File: config.mk
export PLATFORM = sky130hd
export DESIGN_NAME = k_cmult_pipe
export DESIGN_NICKNAME = d
export VERILOG_FILES = /design/src/rtl/k_cmult_pipe.sv
export SDC_FILE = /design/constraint.sdc
export NUM_CORES = 1
export LEC_CHECK = 0
export ABC_AREA = 1
export ABC_CLOCK_PERIOD_IN_PS = 4120
export CAP_MARGIN = 20
export CORE_MARGIN = 2
export CORE_UTILIZATION = 25
export CTS_CLUSTER_SIZE = 8
export DETAILED_ROUTE_END_ITERATION = 6
export HOLD_SLACK_MARGIN = 0.1
export PLACE_DENSITY = 0.51
export SLEW_MARGIN = 20
export SYNTH_ARGS = -nofsm -noshare
export SYNTH_HDL_FRONTEND = slang
export SYNTH_SLANG_ARGS = --single-unit
File: constraint.sdc
create_clock -name clk -period 4.12 [get_ports clk]
set_input_delay 0.824 -clock clk [delete_from_list [all_inputs] [get_ports clk]]
set_output_delay 0.824 -clock clk [all_outputs]
set_load 0.03 [all_outputs]
File: src/rtl/k_cmult_pipe.sv
// Three-stage signed fixed-point complex multiplier for the FFT twiddle path.
// Rounding and saturation modes are set by parameters; sticky overflow status.
module k_cmult_pipe #(
    parameter int W     = 8,
    parameter int F     = 7,
    parameter int ROUND = 1,
    parameter int SAT   = 1
) (
    input  logic         clk,
    input  logic         rst_n,
    input  logic         in_valid,
    output logic         in_ready,
    input  logic [W-1:0] a_re,
    input  logic [W-1:0] a_im,
    input  logic [W-1:0] b_re,
    input  logic [W-1:0] b_im,
    output logic         out_valid,
    input  logic         out_ready,
    output logic [W-1:0] p_re,
    output logic [W-1:0] p_im,
    output logic         ovf,
    input  logic         ovf_clr
);

    localparam int PW = 2 * W;
    localparam int SW = 2 * W + 1;

    localparam logic signed [SW-1:0] HALF =
        (ROUND != 0) ? (SW'(1) << (F - 1)) : '0;
    localparam logic signed [SW-1:0] MAXV =
        {{(SW-W+1){1'b0}}, {(W-1){1'b1}}};
    localparam logic signed [SW-1:0] MINV =
        {{(SW-W+1){1'b1}}, {(W-1){1'b0}}};

    logic en;

    logic                s1_valid_q, s1_valid_d;
    logic signed [W-1:0] s1_are_q, s1_are_d;
    logic signed [W-1:0] s1_aim_q, s1_aim_d;
    logic signed [W-1:0] s1_bre_q, s1_bre_d;
    logic signed [W-1:0] s1_bim_q, s1_bim_d;

    logic                 s2_valid_q, s2_valid_d;
    logic signed [PW-1:0] rr_q, rr_d;
    logic signed [PW-1:0] ii_q, ii_d;
    logic signed [PW-1:0] ri_q, ri_d;
    logic signed [PW-1:0] ir_q, ir_d;

    logic         out_valid_q, out_valid_d;
    logic [W-1:0] p_re_q, p_re_d;
    logic [W-1:0] p_im_q, p_im_d;
    logic         ovf_q, ovf_d;

    logic signed [SW-1:0] sum_re, sum_im;
    logic [W:0]           fix_re, fix_im;

    // Returns {out_of_range, W-bit result} after rounding and shifting.
    function automatic logic [W:0] fix(input logic signed [SW-1:0] s);
        logic signed [SW-1:0] r;
        logic signed [SW-1:0] q;
        logic                 hi;
        logic                 lo;
        logic [W-1:0]         v;
        r  = s + HALF;
        q  = r >>> F;
        hi = q > MAXV;
        lo = q < MINV;
        v  = q[W-1:0];
        if (SAT != 0 && hi) v = MAXV[W-1:0];
        if (SAT != 0 && lo) v = MINV[W-1:0];
        return {hi | lo, v};
    endfunction

    assign en        = !out_valid_q || out_ready;
    assign in_ready  = en;
    assign out_valid = out_valid_q;
    assign p_re      = p_re_q;
    assign p_im      = p_im_q;
    assign ovf       = ovf_q;

    always_comb begin
        s1_valid_d = s1_valid_q;
        s1_are_d   = s1_are_q;
        s1_aim_d   = s1_aim_q;
        s1_bre_d   = s1_bre_q;
        s1_bim_d   = s1_bim_q;
        if (en) begin
            s1_valid_d = in_valid;
            if (in_valid) begin
                s1_are_d = a_re;
                s1_aim_d = a_im;
                s1_bre_d = b_re;
                s1_bim_d = b_im;
            end
        end
    end

    always_comb begin
        s2_valid_d = s2_valid_q;
        rr_d       = rr_q;
        ii_d       = ii_q;
        ri_d       = ri_q;
        ir_d       = ir_q;
        if (en) begin
            s2_valid_d = s1_valid_q;
            if (s1_valid_q) begin
                rr_d = PW'(s1_are_q) * PW'(s1_bre_q);
                ii_d = PW'(s1_aim_q) * PW'(s1_bim_q);
                ri_d = PW'(s1_are_q) * PW'(s1_bim_q);
                ir_d = PW'(s1_aim_q) * PW'(s1_bre_q);
            end
        end
    end

    always_comb begin
        sum_re      = SW'(rr_q) - SW'(ii_q);
        sum_im      = SW'(ri_q) + SW'(ir_q);
        fix_re      = fix(sum_re);
        fix_im      = fix(sum_im);
        out_valid_d = out_valid_q;
        p_re_d      = p_re_q;
        p_im_d      = p_im_q;
        ovf_d       = ovf_clr ? 1'b0 : ovf_q;
        if (en) begin
            out_valid_d = s2_valid_q;
            if (s2_valid_q) begin
                p_re_d = fix_re[W-1:0];
                p_im_d = fix_im[W-1:0];
                // A new overflow outranks a same-cycle clear.
                if (fix_re[W] || fix_im[W]) ovf_d = 1'b1;
            end
        end
    end

    always_ff @(posedge clk or negedge rst_n) begin
        if (!rst_n) begin
            s1_valid_q  <= 1'b0;
            s1_are_q    <= '0;
            s1_aim_q    <= '0;
            s1_bre_q    <= '0;
            s1_bim_q    <= '0;
            s2_valid_q  <= 1'b0;
            rr_q        <= '0;
            ii_q        <= '0;
            ri_q        <= '0;
            ir_q        <= '0;
            out_valid_q <= 1'b0;
            p_re_q      <= '0;
            p_im_q      <= '0;
            ovf_q       <= 1'b0;
        end else begin
            s1_valid_q  <= s1_valid_d;
            s1_are_q    <= s1_are_d;
            s1_aim_q    <= s1_aim_d;
            s1_bre_q    <= s1_bre_d;
            s1_bim_q    <= s1_bim_d;
            s2_valid_q  <= s2_valid_d;
            rr_q        <= rr_d;
            ii_q        <= ii_d;
            ri_q        <= ri_d;
            ir_q        <= ir_d;
            out_valid_q <= out_valid_d;
            p_re_q      <= p_re_d;
            p_im_q      <= p_im_d;
            ovf_q       <= ovf_d;
        end
    end

endmodule
==> impl_summary.log, run 1 <==
INFO  metric timing.max_slew.rel_slack = 54.6%
INFO  metric final_max_slew_viol_count = 0
INFO  metric drive_gt1_share = 27.2%
INFO  metric totalWireLength = 47400 um
INFO  metric fmax = 233 MHz
INFO  metric syn_to_final_growth = 36.4%
INFO  metric route.antenna.remaining_nets = 0
INFO  metric synth_top_flop_cell = sky130_fd_sc_hd__dfrtp_1
INFO  metric floorplan.rows = 94
INFO  metric reg2reg_slack = -0.17 ns
INFO  metric worstSetupPathType = reg -> reg
INFO  metric first_global_vias = 14100
INFO  metric grt_usage = 14.1%
INFO  metric post-route-cell-area = 22600 um2
INFO  metric grt_max_degree = 56
INFO  metric synth_top_area_share = 26.6%
INFO  metric buffer_ports.inserted = 55
INFO  metric yosys.cell_types.count = 38
INFO  metric die-area = 68400 um2
INFO  metric synth-async-reset-ratio = 100%
INFO  metric synth_enable_flop_cells = 0
INFO  metric setup_viol = 17
INFO  metric dpl-instance-area = 19800 um2
INFO  metric synth_seq_cells = 116
INFO  metric hold_viol_final = 0
INFO  metric multi_input_comb_area = 12700 um2
INFO  metric clock_sinks = 116
INFO  metric r2r_cells = 21
INFO  metric tritoncts = yes
INFO  metric ctsHtreeMaxLevel = 4
INFO  metric sequential_cell_area = 2930 um2
INFO  metric synth.avg_cell_area = 7.76 um2
INFO  metric wire_per_inst = 14.4 um
INFO  metric drt_iter0_drc = 598
INFO  metric global_route.overflow_total = 0
INFO  metric overall_via_count_from_detail_route = 13800
INFO  metric grt_first_pass_wirelength = 75000 um
INFO  metric cp.required = 4.53 ns
INFO  metric rsz_0062_raised_after_global_routing = yes
INFO  metric timing_worst_slew_pin_value = 0.680 ns
INFO  metric finClkSkew = 0.00891 ns
INFO  metric timing.rr.start = s1_bre_q[7]
INFO  metric yosys_warnings = 0
INFO  metric clk_pin_slew = 0.06 ns
INFO  metric run_status = complete, but fails checks
INFO  metric initial_utilization = 25.2%
INFO  metric drv.max_cap_violation_count = 0
INFO  metric drc_errors = 0
INFO  metric clk_root_buffer_cell = sky130_fd_sc_hd__clkbuf_16
INFO  metric design.final.nets = 2841
INFO  metric pre_cts_ws = -0.452 ns
INFO  metric share_of_the_cycle_needed_by_the_critical_path_after_routing = 104%
INFO  metric placeableCoreArea = 65700 um2
INFO  metric clock_path_buffers = 2
INFO  metric floorplan.io_pins = 56
INFO  metric post_cts_hold_buffer_count = 0
INFO  metric yosysSeqAreaShare = 17.5%
INFO  metric synth_top_cells_by_count = 573 x sky130_fd_sc_hd__nand2_1, 553 x sky130_fd_sc_hd__inv_1, 220 x sky130_fd_sc_hd__fa_1, 174 x sky130_fd_sc_hd__ha_1, 116 x sky130_fd_sc_hd__dfrtp_1
INFO  metric die_width = 261 um
INFO  metric timing.critical_path.from = s1_bre_q[7]
INFO  metric startpoint_class = flip-flop
INFO  metric netlist.top_cell.by_area = sky130_fd_sc_hd__fa_1
INFO  metric crit-reg2reg-capture = rr_q[12]
INFO  metric fin_crit = 4.29 ns
INFO  metric hold_path_class = in -> async
INFO  metric clkLatencyLatePin = 0.46 ns
INFO  metric postSynthNetCount = 2567
INFO  metric critPathCaptureType = flip-flop
INFO  metric die_h = 261 um
INFO  metric grt_antenna_before_repair = 0
INFO  metric gp_congestion = 0.919
INFO  metric worstPathArrival = 4.69 ns
INFO  metric syn_area = 16600 um2
INFO  metric dpl.hpwl = 37800 um
INFO  metric fin_ws = -0.165 ns
INFO  metric first_pass_iters = 5
INFO  metric yosysMostFrequentCell = sky130_fd_sc_hd__nand2_1
INFO  metric netlist_top_cells_area = sky130_fd_sc_hd__fa_1 27%, sky130_fd_sc_hd__dfrtp_1 18%, sky130_fd_sc_hd__ha_1 13%, sky130_fd_sc_hd__nand2_1 13%, sky130_fd_sc_hd__inv_1 13%
INFO  metric failed_checks = negative setup slack
INFO  metric timing.critical_path.to = rr_q[12]
INFO  metric cp_max_fo = 5
INFO  metric netlist_instances = 2136
INFO  metric antenna-diode-count = 0
INFO  metric drt-vias-per-instance = 4.20
INFO  metric layout.filler_cells = 6692
INFO  metric tritoncts.num_buffers = 17
## repair_timing
item | CTS | global route
buffers inserted | 36 | 28
cloned | 0 | 2
setup endpoints to repair | 30 | 32
gates resized for setup | 205 | 222
pin swaps | 93 | 120
## through the flow
step	util (%)	setup TNS (ns)	hold WS, ns	instances
6_report	34.4	-1.40	0.381	3287
5_1_grt	34.4	-5.04	0.421	3287
3_5_place_dp	30.1	-6.20	0.468	3191
3_3_place_gp	30.1	-5.27	0.464	3191
4_1_cts	32.7	-0.933	0.383	3259
2_1_floorplan	-	-0.0108	0.432	2136
## final cells by class
class / instances / share of cell area, %
inverter: 559 / 9.45
clock buffer: 20 / 2.06
sequential: 116 / 12.9
tap: 864 / 4.78
multi-input combinational: 1383 / 56.3
clock inverter: 12 / 0.736
timing repair buffer: 333 / 13.7
## critical path, stage by stage (launching register included)
cell	delay (ns)
sky130_fd_sc_hd__dfrtp_1	0.39
sky130_fd_sc_hd__clkinvlp_4	0.13
sky130_fd_sc_hd__buf_12	0.14
sky130_fd_sc_hd__buf_8	0.11
sky130_fd_sc_hd__fa_1	0.55
sky130_fd_sc_hd__inv_2	0.05
sky130_fd_sc_hd__fa_1	0.48
sky130_fd_sc_hd__fa_1	0.55
sky130_fd_sc_hd__inv_1	0.06
sky130_fd_sc_hd__fa_1	0.51
sky130_fd_sc_hd__inv_2	0.05
sky130_fd_sc_hd__ha_4	0.25
sky130_fd_sc_hd__buf_6	0.13
sky130_fd_sc_hd__nand2_4	0.07
sky130_fd_sc_hd__nor2_4	0.05
sky130_fd_sc_hd__a21oi_2	0.16
sky130_fd_sc_hd__nor2_1	0.07
sky130_fd_sc_hd__o21ai_1	0.16
sky130_fd_sc_hd__nand2_1	0.07
sky130_fd_sc_hd__nand2_1	0.08
sky130_fd_sc_hd__nand3_2	0.07
sky130_fd_sc_hd__nand2_1	0.08
## state kept, by name, summed over array words and instances, names as in the netlist
register    flops
ii_q           16
ir_q           16
out_valid       1
ovf             1
p_im            8
p_re            8
ri_q           16
rr_q           16
s1_aim_q        8
s1_are_q        8
s1_bim_q        8
s1_bre_q        8
s1_valid_q      1
s2_valid_q      1
## cells by family after synthesis
family,count (synthesis),share of synthesized area [%]
AND/OR/NAND/NOR,731,17.6
buffers and inverters,637,14.5
adder cells (fa/ha/maj),394,39.7
AO/OA/AOI/OAI,174,5.84
flip-flops,116,17.5
XOR/XNOR,58,3.07
multiplexers,26,1.77
## cell usage in the layout (no fill, tap or decap), types with 5 or more instances in the layout
| master | count |
|---|---|
| sky130_fd_sc_hd__xnor2_1 | 26 |
| sky130_fd_sc_hd__nor2_4 | 6 |
| sky130_fd_sc_hd__ha_1 | 135 |
| sky130_fd_sc_hd__nor2_2 | 10 |
| sky130_fd_sc_hd__xor2_1 | 24 |
| sky130_fd_sc_hd__nand2_2 | 37 |
| sky130_fd_sc_hd__o21ai_0 | 40 |
| sky130_fd_sc_hd__mux2_2 | 26 |
| sky130_fd_sc_hd__inv_1 | 483 |
| sky130_fd_sc_hd__nor2_1 | 44 |
| sky130_fd_sc_hd__nand3_1 | 52 |
| sky130_fd_sc_hd__nand2_4 | 18 |
| sky130_fd_sc_hd__o21ai_2 | 9 |
| sky130_fd_sc_hd__dfrtp_2 | 19 |
| sky130_fd_sc_hd__clkdlybuf4s50_1 | 54 |
| sky130_fd_sc_hd__buf_12 | 19 |
| sky130_fd_sc_hd__fa_2 | 18 |
| sky130_fd_sc_hd__a31oi_1 | 9 |
| sky130_fd_sc_hd__buf_6 | 39 |
| sky130_fd_sc_hd__nor3_4 | 9 |
| sky130_fd_sc_hd__fa_1 | 202 |
| sky130_fd_sc_hd__buf_8 | 6 |
| sky130_fd_sc_hd__nand3_2 | 9 |
| sky130_fd_sc_hd__buf_4 | 212 |
| sky130_fd_sc_hd__o21ai_1 | 23 |
| sky130_fd_sc_hd__or2_2 | 5 |
| sky130_fd_sc_hd__a21oi_2 | 20 |
| sky130_fd_sc_hd__ha_4 | 39 |
| sky130_fd_sc_hd__dfrtp_1 | 97 |
| sky130_fd_sc_hd__a21oi_1 | 33 |
| sky130_fd_sc_hd__inv_4 | 9 |
| sky130_fd_sc_hd__a21oi_4 | 12 |
| sky130_fd_sc_hd__nand2_1 | 524 |
| sky130_fd_sc_hd__inv_2 | 64 |
| sky130_fd_sc_hd__clkbuf_16 | 19 |
## worst min path at each step
stage | from | endpoint | slack, ns
after floorplan | s2_valid_q | out_valid | 0.43
after global placement | ir_q[4] | ir_q[4] | 0.46
after detailed placement | ir_q[4] | ir_q[4] | 0.47
after CTS | rst_n | p_im[0] | 0.38
after global routing | rst_n | p_im[0] | 0.42
final | rst_n | p_im[0] | 0.38
## layer usage
metal	wire, um	vias up	GRT usage (%)
met5	0	-	0
met2	21000	205	21.6
li1	-	6861	-
met1	23400	6686	20.4
met3	1850	49	2.04
met4	1080	0	4.29
Power of run 1 is left out: the tool's default activity adds up to more than one toggle a clock period on the data nets, which glitch-free logic cannot reach.
==> run 2, diff against run 1 <==
--- a/config.mk
+++ b/config.mk
@@ -9,11 +9,11 @@
 export ABC_CLOCK_PERIOD_IN_PS = 4120
 export CAP_MARGIN = 20
 export CORE_MARGIN = 2
-export CORE_UTILIZATION = 25
+export CORE_UTILIZATION = 30
 export CTS_CLUSTER_SIZE = 8
 export DETAILED_ROUTE_END_ITERATION = 6
 export HOLD_SLACK_MARGIN = 0.1
-export PLACE_DENSITY = 0.51
+export PLACE_DENSITY = 0.56
 export SLEW_MARGIN = 20
 export SYNTH_ARGS = -nofsm -noshare
 export SYNTH_HDL_FRONTEND = slang
==> impl_summary.log, run 2 (same netlist as run 1, synthesis figures left out) <==
INFO  metric wire_per_inst = 14.2 um (-1.8%)
INFO  metric worstPathArrival = 4.59 ns (-0.10 ns)
INFO  metric clock_path_buffers = 2 (unchanged)
INFO  metric tritoncts = yes
INFO  metric failed_checks = negative setup slack
INFO  metric post_cts_hold_buffer_count = 0 (unchanged)
INFO  metric fin_ws = -0.154 ns (+0.0109 ns)
INFO  metric timing_worst_slew_pin_value = 0.760 ns (+0.0804 ns)
INFO  metric timing.max_slew.rel_slack = 49.3% (-5.4 points)
INFO  metric grt_antenna_before_repair = 0 (unchanged)
INFO  metric antenna-diode-count = 0 (unchanged)
INFO  metric drive_gt1_share = 26.3% (-0.95 points)
INFO  metric gp_congestion = 0.881 (-4.1%)
INFO  metric hold_path_class = in -> async
INFO  metric tritoncts.num_buffers = 17 (unchanged)
INFO  metric die-area = 57100 um2 (-16%)
INFO  metric grt_first_pass_wirelength = 72200 um (-3.7%)
INFO  metric design.final.nets = 2837 (-0.14%)
INFO  metric first_global_vias = 14100 (+0.65%)
INFO  metric setup_viol = 14 (-3)
INFO  metric cp_max_fo = 4 (-1)
INFO  metric startpoint_class = flip-flop
INFO  metric fmax = 234 MHz (+0.25%)
INFO  metric fin_crit = 4.27 ns (-0.0109 ns)
INFO  metric placeableCoreArea = 54900 um2 (-17%)
INFO  metric die_width = 239 um (-8.6%)
INFO  metric dpl.hpwl = 35100 um (-7.0%)
INFO  metric cp.required = 4.44 ns (-0.09 ns)
INFO  metric grt_usage = 16.0% (+1.9 points)
INFO  metric final_max_slew_viol_count = 0 (unchanged)
INFO  metric clk_root_buffer_cell = sky130_fd_sc_hd__clkbuf_16
INFO  metric share_of_the_cycle_needed_by_the_critical_path_after_routing = 104% (-0.26 points)
INFO  metric totalWireLength = 44200 um (-6.7%)
INFO  metric drv.max_cap_violation_count = 0 (unchanged)
INFO  metric drt_iter0_drc = 702 (+17%)
INFO  metric worstSetupPathType = reg -> reg
INFO  metric grt_max_degree = 75 (+34%)
INFO  metric place.detailed.instances = 3026 (-5.2%)
INFO  metric floorplan.io_pins = 56 (unchanged)
INFO  metric syn_to_final_growth = 32.8%
INFO  metric first_pass_iters = 5 (unchanged)
INFO  metric drt-vias-per-instance = 4.44 (+5.7%)
INFO  metric clock_sinks = 116 (unchanged)
INFO  metric ctsHtreeMaxLevel = 4 (unchanged)
INFO  metric layout_commonest_cell = sky130_fd_sc_hd__nand2_1
INFO  metric drc_errors = 0 (unchanged)
INFO  metric clkLatencyLatePin = 0.46 ns (about the same)
INFO  metric r2r_cells = 20 (-4.8%)
INFO  metric rsz_0062_raised_after_global_routing = yes
INFO  metric floorplan.rows = 86 (-8.5%)
INFO  metric buffer_ports.inserted = 55 (unchanged)
INFO  metric route.antenna.remaining_nets = 0 (unchanged)
INFO  metric post_route_non_filler_standard_cell_count = 3123 (-5.0%)
INFO  metric finClkSkew = 0.0144 ns (+0.00551 ns)
INFO  metric die_h = 239 um (-8.6%)
INFO  metric critPathCaptureType = flip-flop
INFO  metric run_status = complete, but fails checks
INFO  metric initial_utilization = 30.2% (+5.0 points)
INFO  metric hold_viol_final = 0 (unchanged)
INFO  metric layout.cells.most_common_list = 532 x sky130_fd_sc_hd__nand2_1, 494 x sky130_fd_sc_hd__inv_1, 224 x sky130_fd_sc_hd__buf_4
INFO  metric clk_pin_slew = 0.06 ns (about the same)
INFO  metric global_route.overflow_total = 0 (unchanged)
INFO  metric overall_via_count_from_detail_route = 13900 (+0.42%)
==> run 2: worst max-delay path, cell delays in order (launching register included) <==
cell                      delay [ns]
sky130_fd_sc_hd__dfrtp_2        0.42
sky130_fd_sc_hd__buf_4          0.14
sky130_fd_sc_hd__buf_6          0.12
sky130_fd_sc_hd__nand2_2        0.06
sky130_fd_sc_hd__inv_2          0.04
sky130_fd_sc_hd__fa_1           0.49
sky130_fd_sc_hd__inv_2          0.04
sky130_fd_sc_hd__fa_1           0.51
sky130_fd_sc_hd__inv_2          0.04
sky130_fd_sc_hd__fa_1           0.51
sky130_fd_sc_hd__inv_2          0.04
sky130_fd_sc_hd__fa_1           0.54
sky130_fd_sc_hd__inv_2          0.05
sky130_fd_sc_hd__ha_4           0.23
sky130_fd_sc_hd__a21oi_4        0.13
sky130_fd_sc_hd__o21ai_2        0.08
sky130_fd_sc_hd__a21oi_2        0.16
sky130_fd_sc_hd__nor2_1         0.07
sky130_fd_sc_hd__nor2_1         0.16
sky130_fd_sc_hd__xor2_2         0.22
sky130_fd_sc_hd__o21ai_1        0.08
==> run 2: final cells by class <==
cell class	instances	area (um2)
inverters	559	2110
multi-input cells	1383	12500
clock inverters	13	170
fillers	5495	32900
repair buffers	329	2920
clock buffers	19	443
flip-flops and latches	116	2930
well taps	704	881
==> run 2: final timing paths <==
path | start | endpoint | slack, ns
setup / recovery | s1_bre_q[2] | ir_q[12] | -0.15
hold reg to reg | s2_valid_q | out_valid | 0.48
hold / removal | rst_n | p_im[2] | 0.43
max in group asynchronous | rst_n | s1_aim_q[4] | 2.70
min in group clk | s2_valid_q | out_valid | 0.48
setup reg to reg | s1_bre_q[2] | ir_q[12] | -0.15
==> run 2: repair_timing <==
action / 4_1_cts / 5_1_grt
pin swaps: 56 / 145
setup endpoints to repair: 32 / 33
buffers inserted: 26 / 40
gates cloned: 0 / 0
gates resized for setup: 151 / 220
==> run 2: layer usage <==
layer,up-vias,wire [um],GRT usage (%)
li1,6875,-,-
met1,6670,21600,22.9
met2,268,19500,24.4
met3,46,2200,3.12
met4,0,944,4.79
met5,-,0,0
==> run 2: stage by stage <==
step           util (%)  setup TNS [ns]  cell area (um2)  hold WS (ns)  setup WS, ns
5_1_grt            40.1           -4.67            22000         0.471        -0.337
6_report           40.1          -0.995            22000         0.430        -0.154
3_3_place_gp       35.5           -5.81            19500         0.463        -0.512
4_1_cts            38.2           -1.44            20900         0.442        -0.189
2_1_floorplan         -         -0.0108            16800         0.432       -0.0108
3_5_place_dp       35.5           -7.30            19500         0.457        -0.505
Power of run 2 is left out for the same reason.
==> run 3, diff against run 2 <==
--- a/config.mk
+++ b/config.mk
@@ -13,7 +13,9 @@
 export CTS_CLUSTER_SIZE = 8
 export DETAILED_ROUTE_END_ITERATION = 6
 export HOLD_SLACK_MARGIN = 0.1
+export MAX_ROUTING_LAYER = met4
 export PLACE_DENSITY = 0.56
+export SETUP_SLACK_MARGIN = 0.05
 export SLEW_MARGIN = 20
 export SYNTH_ARGS = -nofsm -noshare
 export SYNTH_HDL_FRONTEND = slang
==> impl_summary.log, run 3 (same netlist as run 1, synthesis figures left out) <==
INFO  metric ctsHtreeMaxLevel = 4 (unchanged)
INFO  metric die-area = 57100 um2 (unchanged)
INFO  metric hold_path_class = in -> async
INFO  metric first_global_vias = 14200 (+0.60%)
INFO  metric die_width = 239 um (unchanged)
INFO  metric post_route_non_filler_standard_cell_count = 3129 (+0.19%)
INFO  metric clk_pin_slew = 0.06 ns (about the same)
INFO  metric global_route.overflow_total = 0 (unchanged)
INFO  metric fin_ws = -0.154 ns (-0.0000630 ns)
INFO  metric die_h = 239 um (unchanged)
INFO  metric hold_viol_final = 0 (unchanged)
INFO  metric cp_max_fo = 6 (+2)
INFO  metric fin_tns_setup = -1.04 ns (-0.0434 ns)
INFO  metric rsz_0062_raised_after_global_routing = yes
INFO  metric grt_max_degree = 61 (-19%)
INFO  metric clock_path_buffers = 2 (unchanged)
INFO  metric layout_commonest_cell = sky130_fd_sc_hd__nand2_1
INFO  metric dpl.hpwl = 36000 um (+2.6%)
INFO  metric layout.filler_cells = 5492 (-0.055%)
INFO  metric fin_crit = 4.27 ns (+0.0000630 ns)
INFO  metric drc_errors = 0 (unchanged)
INFO  metric share_of_the_cycle_needed_by_the_critical_path_after_routing = 104% (about the same)
INFO  metric first_pass_iters = 5 (unchanged)
INFO  metric startpoint_class = flip-flop
INFO  metric clock_sinks = 116 (unchanged)
INFO  metric design.final.nets = 2841 (+0.14%)
INFO  metric drive_gt1_share = 27.1% (+0.82 points)
INFO  metric drv.max_cap_violation_count = 0 (unchanged)
INFO  metric drt_iter0_drc = 673 (-4.1%)
INFO  metric grt_antenna_before_repair = 1 (+1)
INFO  metric timing.critical_path.from = s1_bre_q[5]
INFO  metric finClkSkew = 0.0113 ns (-0.00317 ns)
INFO  metric placeableCoreArea = 54900 um2 (unchanged)
INFO  metric drt-vias-per-instance = 4.43 (-0.18%)
INFO  metric tritoncts = yes
INFO  metric tritoncts.num_buffers = 17 (unchanged)
INFO  metric grt_first_pass_wirelength = 73200 um (+1.4%)
INFO  metric route.antenna.remaining_nets = 0 (unchanged)
INFO  metric initial_utilization = 30.2% (unchanged)
INFO  metric gp_congestion = 0.908 (+3.1%)
INFO  metric timing_worst_slew_pin_value = 0.856 ns (+0.0954 ns)
INFO  metric timing.max_slew.rel_slack = 43.0% (-6.3 points)
INFO  metric place.detailed.instances = 3025 (-0.033%)
INFO  metric layout.cells.most_common_list = 525 x sky130_fd_sc_hd__nand2_1, 486 x sky130_fd_sc_hd__inv_1, 214 x sky130_fd_sc_hd__buf_4
INFO  metric clk_root_buffer_cell = sky130_fd_sc_hd__clkbuf_16
INFO  metric reg2reg_slack = -0.15 ns (about the same)
INFO  metric setup_viol = 17 (+3)
INFO  metric totalWireLength = 44700 um (+1.1%)
INFO  metric worstPathArrival = 4.63 ns (+0.04 ns)
INFO  metric timing.rr.start = s1_bre_q[5]
INFO  metric buffer_ports.inserted = 55 (unchanged)
INFO  metric r2r_cells = 20 (unchanged)
INFO  metric run_status = complete, but fails checks
INFO  metric final_max_slew_viol_count = 0 (unchanged)
INFO  metric cp.required = 4.47 ns (+0.03 ns)
INFO  metric fmax = 234 MHz (about the same)
INFO  metric floorplan.rows = 86 (unchanged)
INFO  metric clkLatencyLatePin = 0.47 ns (about the same)
INFO  metric crit-reg2reg-capture = ir_q[15]
INFO  metric grt_usage = 16.8% (+0.77 points)
INFO  metric wire_per_inst = 14.3 um (+0.92%)
INFO  metric worstSetupPathType = reg -> reg
INFO  metric syn_to_final_growth = 34.8%
INFO  metric floorplan.io_pins = 56 (unchanged)
INFO  metric critPathCaptureType = flip-flop
INFO  metric failed_checks = negative setup slack
INFO  metric overall_via_count_from_detail_route = 13900 (+0.014%)
[run 3: worst max path at each step]
stage                           to  slack [ns]  cells after the start
after floorplan           ii_q[12]        0.03                     19
after global placement    ir_q[12]       -0.45                     19
after detailed placement  ir_q[12]       -0.45                     19
after CTS                 ir_q[12]       -0.09                     19
after global routing      ir_q[15]       -0.34                     20
final                     ir_q[15]       -0.15                     20
[run 3: repair_timing]
item	CTS	global route
setup buffers	48	26
hold buffers	0	0
endpoints found under the setup margin	31	34
pin swaps	134	150
gates resized for setup	253	161
[run 3: stage by stage]
| step | utilization [%] | cell area (um2) | hold slack [ns] | setup WS (ns) |
|---|---|---|---|---|
| after floorplan | - | 16900 | 0.432 | 0.0278 |
| after global placement | 35.7 | 19600 | 0.453 | -0.447 |
| after detailed placement | 35.7 | 19600 | 0.454 | -0.455 |
| after CTS | 39.4 | 21600 | 0.466 | -0.0942 |
| after global routing | 40.7 | 22300 | 0.492 | -0.338 |
| final | 40.7 | 22300 | 0.435 | -0.154 |
[run 3: final cells by class]
cell class | instances | area (um2) | area share (%)
multi-input combinational | 1383 | 12700 | 57.0
timing repair buffer | 333 | 3070 | 13.7
sequential | 116 | 2920 | 13.1
inverter | 559 | 2110 | 9.46
tap | 704 | 881 | 3.94
clock buffer | 19 | 443 | 1.98
clock inverter | 13 | 173 | 0.773
antenna | 2 | 5.00 | 0.0224
[run 3: metal layers]
| metal | track usage, % | part of all wire, % | wire, um |
|---|---|---|---|
| met1 | 22.9 | 48 | 21600 |
| met2 | 25.2 | 45 | 20000 |
| met3 | 3.37 | 4.8 | 2140 |
| met4 | 4.92 | 2.0 | 916 |
| met5 | - | 0 | 0 |
[run 3: critical path, stage by stage, from the launching register on]
cell	delay, ns
sky130_fd_sc_hd__dfrtp_1	0.40
sky130_fd_sc_hd__buf_12	0.14
sky130_fd_sc_hd__buf_8	0.13
sky130_fd_sc_hd__nand2_2	0.05
sky130_fd_sc_hd__inv_2	0.04
sky130_fd_sc_hd__fa_1	0.57
sky130_fd_sc_hd__fa_1	0.45
sky130_fd_sc_hd__fa_1	0.52
sky130_fd_sc_hd__inv_1	0.05
sky130_fd_sc_hd__fa_1	0.51
sky130_fd_sc_hd__inv_2	0.05
sky130_fd_sc_hd__ha_4	0.26
sky130_fd_sc_hd__a21oi_2	0.15
sky130_fd_sc_hd__buf_4	0.12
sky130_fd_sc_hd__o21ai_0	0.07
sky130_fd_sc_hd__nand2_1	0.07
sky130_fd_sc_hd__nand2_1	0.08
sky130_fd_sc_hd__a31oi_4	0.21
sky130_fd_sc_hd__nand3_2	0.12
sky130_fd_sc_hd__nand3_2	0.11
sky130_fd_sc_hd__nand2_1	0.06
Power of run 3 is left out for the same reason.
